===== config.mk =====
export PLATFORM = sky130hd
export DESIGN_NAME = tp84_video_timing
export DESIGN_NICKNAME = d
export VERILOG_FILES = /design/src/rtl/tp84_video_timing.sv
export SDC_FILE = /design/constraint.sdc
export NUM_CORES = 1
export LEC_CHECK = 0
export ABC_AREA = 0
export CAP_MARGIN = 25
export CORE_MARGIN = 8
export CORE_UTILIZATION = 52
export DETAILED_ROUTE_END_ITERATION = 8
export PLACE_DENSITY_LB_ADDON = 0.3
export SETUP_SLACK_MARGIN = 0.3
export SYNTH_ARGS = -nofsm -noshare
export SYNTH_HDL_FRONTEND = slang
export SYNTH_SLANG_ARGS = --single-unit

===== constraint.sdc =====
create_clock -name clk -period 3.3 [get_ports clk]
set_input_delay 0.66 -clock clk [delete_from_list [all_inputs] [get_ports clk]]
set_output_delay 0.66 -clock clk [all_outputs]
set_load 0.005 [all_outputs]

===== src/rtl/tp84_video_timing.sv =====
// -----------------------------------------------------------------------------
// tp84_video_timing
//
// Raster timing generator for the Time Pilot 84 core. Two 9-bit counters run
// in the Konami numbering scheme: the horizontal counter runs H_INIT..511 and
// the vertical counter runs V_INIT..511. Both advance only on clk edges where
// the 6 MHz pixel enable is high. Blank and sync flags are decoded from the
// *next* counter values and registered. This keeps each flag aligned with the
// h_cnt/v_cnt value presented in the same cycle.
//
// A vertical-blank interrupt latch is set at the start of vertical blank.
// The CPU's interrupt enable latch clears it and holds it off.
//
// Ports
//   clk       in   system clock (49.152 MHz)
//   reset_n   in   asynchronous active-low reset
//   cen_6m    in   pixel clock enable; all state advances only when high
//   irq_en    in   CPU interrupt enable; low clears and holds off irq_n
//   h_cnt     out  [8:0] horizontal count
//   v_cnt     out  [8:0] vertical count
//   hblank    out  horizontal blank, active high
//   vblank    out  vertical blank, active high
//   hsync_n   out  horizontal sync, active low
//   vsync_n   out  vertical sync, active low
//   irq_n     out  vertical blank interrupt, active low level
//   field     out  toggles once per frame
// -----------------------------------------------------------------------------
module tp84_video_timing #(
   parameter logic [8:0] H_INIT    = 9'd128,
   parameter logic [8:0] V_INIT    = 9'd248,
   parameter logic [8:0] HBL_END   = 9'd144,
   parameter logic [8:0] HBL_START = 9'd400,
   parameter logic [8:0] HS_START  = 9'd432,
   parameter logic [8:0] HS_END    = 9'd464,
   parameter logic [8:0] VBL_END   = 9'd272,
   parameter logic [8:0] VBL_START = 9'd496,
   parameter logic [8:0] VS_START  = 9'd248,
   parameter logic [8:0] VS_END    = 9'd256
) (
   input  logic       clk,
   input  logic       reset_n,
   input  logic       cen_6m,
   input  logic       irq_en,
   output logic [8:0] h_cnt,
   output logic [8:0] v_cnt,
   output logic       hblank,
   output logic       vblank,
   output logic       hsync_n,
   output logic       vsync_n,
   output logic       irq_n,
   output logic       field
);

   localparam logic [8:0] CNT_MAX = 9'd511;

   // ---------------------------------------------------------------------
   // Decode helpers. They are shared by the run-time decode and the reset
   // values, so the reset state is always the decode of (H_INIT, V_INIT).
   // ---------------------------------------------------------------------
   function automatic logic in_window(input logic [8:0] x,
                                      input logic [8:0] lo,
                                      input logic [8:0] hi);
      return (x >= lo) && (x < hi);
   endfunction

   function automatic logic hblank_dec(input logic [8:0] h);
      return (h < HBL_END) || (h >= HBL_START);
   endfunction

   function automatic logic vblank_dec(input logic [8:0] v);
      return (v < VBL_END) || (v >= VBL_START);
   endfunction

   function automatic logic hsync_n_dec(input logic [8:0] h);
      return ~in_window(h, HS_START, HS_END);
   endfunction

   function automatic logic vsync_n_dec(input logic [8:0] v);
      return ~in_window(v, VS_START, VS_END);
   endfunction

   logic       h_wrap_s;
   logic       v_wrap_s;
   logic [8:0] h_nxt_s;
   logic [8:0] v_nxt_s;
   logic       frame_wrap_s;
   logic       irq_set_s;

   // Next-count computation, frame-wrap detect and interrupt set condition.
   always_comb begin
      h_wrap_s     = 1'b0;
      v_wrap_s     = 1'b0;
      h_nxt_s      = h_cnt;
      v_nxt_s      = v_cnt;
      frame_wrap_s = 1'b0;
      irq_set_s    = 1'b0;

      h_wrap_s = (h_cnt == CNT_MAX);
      v_wrap_s = (v_cnt == CNT_MAX);

      if (h_wrap_s) begin
         h_nxt_s = H_INIT;
      end else begin
         h_nxt_s = h_cnt + 9'd1;
      end

      // The vertical counter only moves on the horizontal wrap edge.
      if (h_wrap_s) begin
         if (v_wrap_s) begin
            v_nxt_s = V_INIT;
         end else begin
            v_nxt_s = v_cnt + 9'd1;
         end
      end else begin
         v_nxt_s = v_cnt;
      end

      frame_wrap_s = h_wrap_s && v_wrap_s;

      // Set on the enabled edge whose new counts are (H_INIT, VBL_START).
      irq_set_s = cen_6m && h_wrap_s && (h_nxt_s == H_INIT) && (v_nxt_s == VBL_START);
   end

   // Counter, field and registered blank/sync decode state.
   always_ff @(posedge clk or negedge reset_n) begin
      if (!reset_n) begin
         h_cnt   <= H_INIT;
         v_cnt   <= V_INIT;
         field   <= 1'b0;
         hblank  <= hblank_dec(H_INIT);
         vblank  <= vblank_dec(V_INIT);
         hsync_n <= hsync_n_dec(H_INIT);
         vsync_n <= vsync_n_dec(V_INIT);
      end else if (cen_6m) begin
         h_cnt   <= h_nxt_s;
         v_cnt   <= v_nxt_s;
         field   <= field ^ frame_wrap_s;
         hblank  <= hblank_dec(h_nxt_s);
         vblank  <= vblank_dec(v_nxt_s);
         hsync_n <= hsync_n_dec(h_nxt_s);
         vsync_n <= vsync_n_dec(v_nxt_s);
      end else begin
         h_cnt   <= h_cnt;
         v_cnt   <= v_cnt;
         field   <= field;
         hblank  <= hblank;
         vblank  <= vblank;
         hsync_n <= hsync_n;
         vsync_n <= vsync_n;
      end
   end

   // Vertical-blank interrupt latch. The clear from irq_en low is checked
   // every clk, ignoring cen_6m, and it takes priority over a coincident set.
   always_ff @(posedge clk or negedge reset_n) begin
      if (!reset_n) begin
         irq_n <= 1'b1;
      end else if (!irq_en) begin
         irq_n <= 1'b1;
      end else if (irq_set_s) begin
         irq_n <= 1'b0;
      end else begin
         irq_n <= irq_n;
      end
   end

endmodule


==> results of run 1 <==
## state kept, by name (all words and copies together) (netlist names)
name / flops
vblank: 1
v_cnt: 9
hsync_n: 1
irq_n: 1
hblank: 1
h_cnt: 9
vsync_n: 1
field: 1
## critical path, cell delays in order (launching register included)
cell and delay, ps:
dfrtp_1 450, ha_1 220, nand3_1 160, nor2_1 230
and3_1 240, ha_4 230, and2b_2 200, nand2_1 80
a2bb2oi_1 180, or4_1 510, a31oi_1 170
## worst max path at each step
stage / slack [ps] / start / end
4_1_cts: 390 / h_cnt[0] / vblank
5_1_grt: 330 / h_cnt[0] / vblank
3_5_place_dp: 430 / h_cnt[0] / vblank
3_3_place_gp: 570 / h_cnt[0] / vblank
2_1_floorplan: 790 / h_cnt[0] / vsync_n
6_report: 570 / h_cnt[0] / vblank
## area by class of cell
cell class	instances	area, sq um
repair buffers	31	300.3
clock buffers	3	22.52
flip-flops and latches	24	613.1
multi-input cells	127	884.6
clock inverters	1	30.03
well taps	33	41.29
fillers	260	1046
inverters	4	15.01
## cell usage after synthesis, drive strengths merged (2+ instances only)
| library cell | instances |
|---|---|
| a41oi | 2 |
| or3 | 2 |
| clkbuf | 3 |
| and2 | 2 |
| or4 | 2 |
| dfrtp | 14 |
| nor2b | 3 |
| inv | 4 |
| a21oi | 5 |
| xnor2 | 3 |
| buf | 6 |
| mux2i | 3 |
| o21a | 2 |
| nand2 | 13 |
| ha | 5 |
| nor3 | 2 |
| nand4 | 8 |
| nand2b | 5 |
| nor2 | 14 |
| mux2 | 9 |
| a22o | 3 |
| nand3 | 6 |
| a31oi | 4 |
| xor2 | 2 |
| o21ai | 10 |
| and3 | 5 |
| o31ai | 3 |
| dfstp | 10 |
## routing by layer
layer	part of all wire (%)	up-vias	global-route usage (%)
met5	0	-	0
met4	1.3	0	6.005
met3	5.5	6	3.531
met2	51	31	26.16
met1	43	659	17.79
li1	-	667	-
## report_power, final
part	internal (mW)	switching (mW)
Combinational	0.121	0.0868
Sequential	0.331	0.0461
Clock	0.123	0.0923
## logic make-up after synthesis
family,Yosys count,share of synthesized area (%)
and+or+nand+nor,67,23.25
AOI/OAI and AO/OA,38,17.12
DFF,24,39.01
buffers and inverters,13,5.493
muxes,12,8.360
xor gates and xnor gates,5,2.787
adders and majority gates,5,3.981
==> run_results.csv, run 1 <==
group,metric,value,unit
run_status,status,"finished, final reports clean",
clock_network,cts_htree_levels,1,
place,gp_congestion,0.8881,
power_and_ir_drop,peakVddDrop,152.9,uV
timing,final_min_period_over_clock_period,82.60,%
synth,synth.distinct_cells,52,
place,placement.cell_area,0.001842,sq mm
clock_network,cts_inserted_buffers,3,
timing,total_of_endpoints_with_negative_setup_slack_in_the_final_report,0,
global_route,grt_pass1_vias,1369,
clock_network,cts.sink_count,24,
timing,fmaxAchievable,0.3669,GHz
synth,postSynthNetCount,173,
power_and_ir_drop,total_power,0.8004,mW
timing,final.min_clock_period,2726,ps
setup_path,cp_data_arrival_time,2980,ps
detailed_routing,ant_nets,0,
place,post-place-ws,434.7,ps
setup_path,r2r_setup_slack,570,ps
setup_path,ff2ff_path_depth,10,
detailed_routing,routed-via-count,1363,
die,fp.dieArea,0.005037,sq mm
layout,final_core_util,64.58,%
clock_network,ctsHoldBuffers,0,
layout,layout.nets,200,
timing,worst_slew_pin_slew,870.0,ps
detailed_routing,drtIter0Drc,111,
global_route,largest_net_degree_at_the_start_of_global_routing,29,
synth,postSynthRegisterBits,24,
die,std_cell_rows,20,
layout,synthToLayoutAreaGrowth,21.34,%
detailed_routing,viasPerCell,6.112,
synth,synth_enable_flop_cells,0,
die,placeableCoreArea,0.002953,sq mm
setup_path,worstReg2RegEnd,"vblank",
layout,layout.cells.most_common_list,"clkdlybuf4s50_1 (27), nor2_1 (14), dfrtp_1 (14)",
setup_path,rr_startpoint,"h_cnt[0]",
die,initial_utilization,53.22,%
synth,synth.largest_area_cell,"dfrtp_1",
timing,maxSlewViolCount,0,
timing,fin_hold_ws,494.8,ps
die,die_height,70.98,microns
timing,unrepaired_setup_endpoints_after_global_routing,"no",
setup_path,crit_required,3560,ps
place,place.port_buffers,27,
layout,stdcell_count,223,
timing,slew-limit-headroom,41.82,%
synth,ys_warn_count,0,
min_path,worst_min_delay_path_startpoint,"hsync_n",
synth,netlist_area_pre_place,0.001572,sq mm
synth,post_synth_main_area_contributors,"dfrtp_1 (22%), dfstp_2 (17%), mux2_2 (5.7%)",
setup_path,timing.critical_path.from_type,"register",
setup_path,worst-setup-path-type,"reg2reg",
detailed_routing,drt-pass1-iter-count,4,
clock_network,cts.clk_slew.worst_paths,140,ps
detailed_routing,route.detailed.drc,0,
detailed_routing,totalWireLength,3736,microns
run,drv_cap,0,
detailed_routing,wire_per_inst,16.75,microns
global_route,grt_overflow_total,0,
clock_network,post_cts_resized,0,
power_and_ir_drop,cellLeakagePower,0.7453,nW
place,place.detailed.instances,219,
setup_path,critical_path_peak_fanout,14,
clock_network,clock_insertion_delay_worst_skew,320,ps
min_path,worst_hold_path.num_cells,2,
global_route,number_of_antenna_violations_at_the_first_check_in_global_routing,0,
clock_network,root_buffer,"clkbuf_4",
layout,finalInstanceArea,0.001907,sq mm
global_route,grt_use_total,15.24,%
die,pin_count,28,
synth,postSynthAreaPerCell,9.582,sq um
global_route,global_route_wire_length_before_repair,6361,microns
layout,final_layout_size_suffix_gt1_share,18.42,%
synth,synth-seq-area-share,39.01,%
clock_network,tritoncts_clock_tree,"done",
synth,synth_cells,164,
min_path,timing.hold.worst.class,"reg2reg",
place,dp_hpwl,2754,microns
setup_path,capturing_element_type_of_the_critical_path,"register",
power_and_ir_drop,power.density,419.7,mW/mm^2
clock_network,cts_setup_buffers,0,
die,die-width,70.98,microns
timing,final-hold-violation-count,0,
clock_network,clock_tree.buffer_depth,2,
timing,finalClockSkew,6.700,ps
synth,synth_top_area_share,22.29,%
layout,layout_commonest_cell,"clkdlybuf4s50_1",
timing,finalWorstSetupSlack,574.2,ps
synth,dominantRegCellSynth,"dfrtp_1",
min_path,worstHoldEndpoint,"hsync_n",
timing,tns,0,ps
synth,asyncSetResetFlopFracSynth,100.0,%
layout,antennaDiodeCount,0,
Power figures use the tool's default switching activity.
==> run 2, diff against run 1 <==
==> constraint.sdc (replaced) <==
create_clock -name clk -period 2.63 [get_ports clk]
set_input_delay 0.526 -clock clk [delete_from_list [all_inputs] [get_ports clk]]
set_output_delay 0.526 -clock clk [all_outputs]
set_load 0.005 [all_outputs]
==> run 2 against run 1 <==
Compared with the run above:
- core utilization increased by 10 points
- via count increased by 13%
- wire length increased by 22%
- highest routed layer unchanged
==> run_results.csv, run 2 (synthesis gave the netlist of run 1 again) <==
group,metric,value,unit
clock_network,clock_insertion_delay_worst_skew,320,ps
setup_path,r2r_setup_slack,300,ps
detailed_routing,totalWireLength,4567,microns
timing,worst_slew_pin_slew,478.5,ps
clock_network,tritoncts_clock_tree,"done",
global_route,grt_use_total,16.35,%
timing,maxSlewViolCount,0,
setup_path,capturing_element_type_of_the_critical_path,"register",
die,initial_utilization,53.22,%
clock_network,cts_inserted_buffers,3,
setup_path,ff2ff_path_depth,10,
clock_network,clock_tree.buffer_depth,2,
setup_path,rr_startpoint,"h_cnt[1]",
global_route,largest_net_degree_at_the_start_of_global_routing,25,
layout,antennaDiodeCount,0,
global_route,met3_routing_resource_usage_after_global_routing,2.966,%
power_and_ir_drop,cellLeakagePower,0.8453,nW
timing,fin_hold_ws,485.6,ps
clock_network,cts_htree_levels,1,
die,fp.dieArea,0.005037,sq mm
timing,final-hold-violation-count,0,
detailed_routing,wire_per_inst,18.79,microns
timing,fmaxAchievable,0.4285,GHz
setup_path,cp_data_arrival_time,2580,ps
clock_network,cts.sink_count,24,
place,place.port_buffers,27,
min_path,timing.hold.worst.class,"reg2reg",
global_route,globalRouteMet2Util,26.88,%
detailed_routing,ant_nets,0,
global_route,grt_pass1_vias,1438,
power_and_ir_drop,peakVddDrop,331.5,uV
setup_path,critical_path.startpoint,"h_cnt[1]",
setup_path,crit_required,2880,ps
clock_network,root_buffer,"clkbuf_4",
detailed_routing,routed-via-count,1535,
setup_path,worstReg2RegEnd,"vblank",
global_route,global_route_wire_length_before_repair,6879,microns
timing,tns,0,ps
detailed_routing,drt-pass1-iter-count,4,
global_route,number_of_antenna_violations_at_the_first_check_in_global_routing,0,
setup_path,worst-setup-path-type,"reg2reg",
die,die-width,70.98,microns
detailed_routing,route.detailed.drc,0,
place,dp_hpwl,2775,microns
timing,unrepaired_setup_endpoints_after_global_routing,"yes",
layout,layout.cells.most_common_list,"clkdlybuf4s50_1 (27), buf_4 (23), dfrtp_1 (14)",
timing,final_min_period_over_clock_period,88.74,%
layout,final_core_util,74.53,%
global_route,globalRouteMet1Util,20.87,%
timing,finalClockSkew,8.177,ps
die,placeableCoreArea,0.002953,sq mm
die,pin_count,28,
global_route,grt_overflow_total,0,
layout,synthToLayoutAreaGrowth,40.05,%
setup_path,critical_path_peak_fanout,6,
layout,final_layout_size_suffix_gt1_share,35.24,%
clock_network,ctsHoldBuffers,0,
timing,final.min_clock_period,2334,ps
layout,layout_commonest_cell,"clkdlybuf4s50_1",
timing,total_of_endpoints_with_negative_setup_slack_in_the_final_report,0,
global_route,gr-max-usage-layer,"met2",
detailed_routing,drtIter0Drc,84,
place,gp_congestion,0.8800,
die,die_height,70.98,microns
layout,biggestRegsByFlops,"h_cnt (9), v_cnt (9)",
run,drv_cap,0,
detailed_routing,viasPerCell,6.317,
setup_path,timing.critical_path.from_type,"register",
power_and_ir_drop,power.density,436.4,mW/mm^2
clock_network,cts.clk_slew.worst_paths,140,ps
timing,slew-limit-headroom,67.87,%
die,std_cell_rows,20,
layout,layout.nets,220,
run_status,status,"finished, final reports clean",
setup_path,setup.worst_path.end,"vblank",
[run 2: cell count changes in the layout (fill, tap and decap cells not counted), moves of 2 or more]
cell | previous run | this run
ha_1 | 4 | 1
o31ai_2 | 0 | 2
o31ai_1 | 3 | 1
ha_4 | 1 | 3
nor2_1 | 14 | 12
buf_4 | 4 | 23
nor2_4 | 0 | 2
nand3_1 | 6 | 4
[run 2: routing by layer]
layer / vias up / routed length, microns
li1: 703 / -
met1: 758 / 1916
met2: 64 / 2282
met3: 10 / 300
met4: 0 / 68
met5: - / 0
[run 2: critical path: stages (launching register included)]
cell and delay [ps]:
dfrtp_1 440, ha_4 180, nand3_4 90, nor2_4 40
and3_4 170, ha_4 180, a21oi_2 140, o21a_1 210
a31oi_4 60, or4_1 530, a31oi_1 210
[run 2: worst min-delay path by stage]
stage                     startpoint     to  slack, ps  depth (start not counted)
after global placement         field  field        460                          1
after global routing           field  field        500                          1
final                          field  field        490                          1
after detailed placement       field  field        470                          1
after floorplan              reset_n  field        230                          0
after CTS                      field  field        500                          1
[run 2: power breakdown]
part / switching, mW / internal [mW]
clock: 0.113 / 0.0593
sequential: 0.0652 / 0.415
combinational: 0.130 / 0.178
[run 2: cell type report]
type	instances	area [sq um]
well taps	33	41.29
fillers	214	752.0
multi-input cells	127	1051
clock buffers	4	26.28
flip-flops and latches	24	613.1
inverters	4	15.01
repair buffers	51	454.2
[run 2: stage by stage]
stage                     worst slack, ps  power [mW]  instance area (sq um)  cells
after detailed placement            81.08      0.7457                   1912    224
after global routing                218.3       1.011                   2201    243
after global placement              207.6      0.7372                   1912    224
after floorplan                     307.3      0.6061                   1610    164
after CTS                           285.0      0.9279                   2049    238
final                               296.3      0.9604                   2201    243
[run 2: what timing repair did]
| action | in CTS | in global routing |
|---|---|---|
| buffers inserted | 10 | 5 |
| pin swaps | 2 | 5 |
| gates resized for setup | 9 | 17 |
| gates cloned | 0 | 0 |
| setup endpoints to repair | 6 | 6 |
==> run 3, diff against run 2 <==
--- a/config.mk
+++ b/config.mk
@@ -6,7 +6,7 @@
 export NUM_CORES = 1
 export LEC_CHECK = 0
 export ABC_AREA = 0
-export CAP_MARGIN = 25
+export CAP_MARGIN = 40
 export CORE_MARGIN = 8
 export CORE_UTILIZATION = 52
 export DETAILED_ROUTE_END_ITERATION = 8
==> results of run 3 <==
No change in the layout: final DEF, timing and power equal those of run 2.
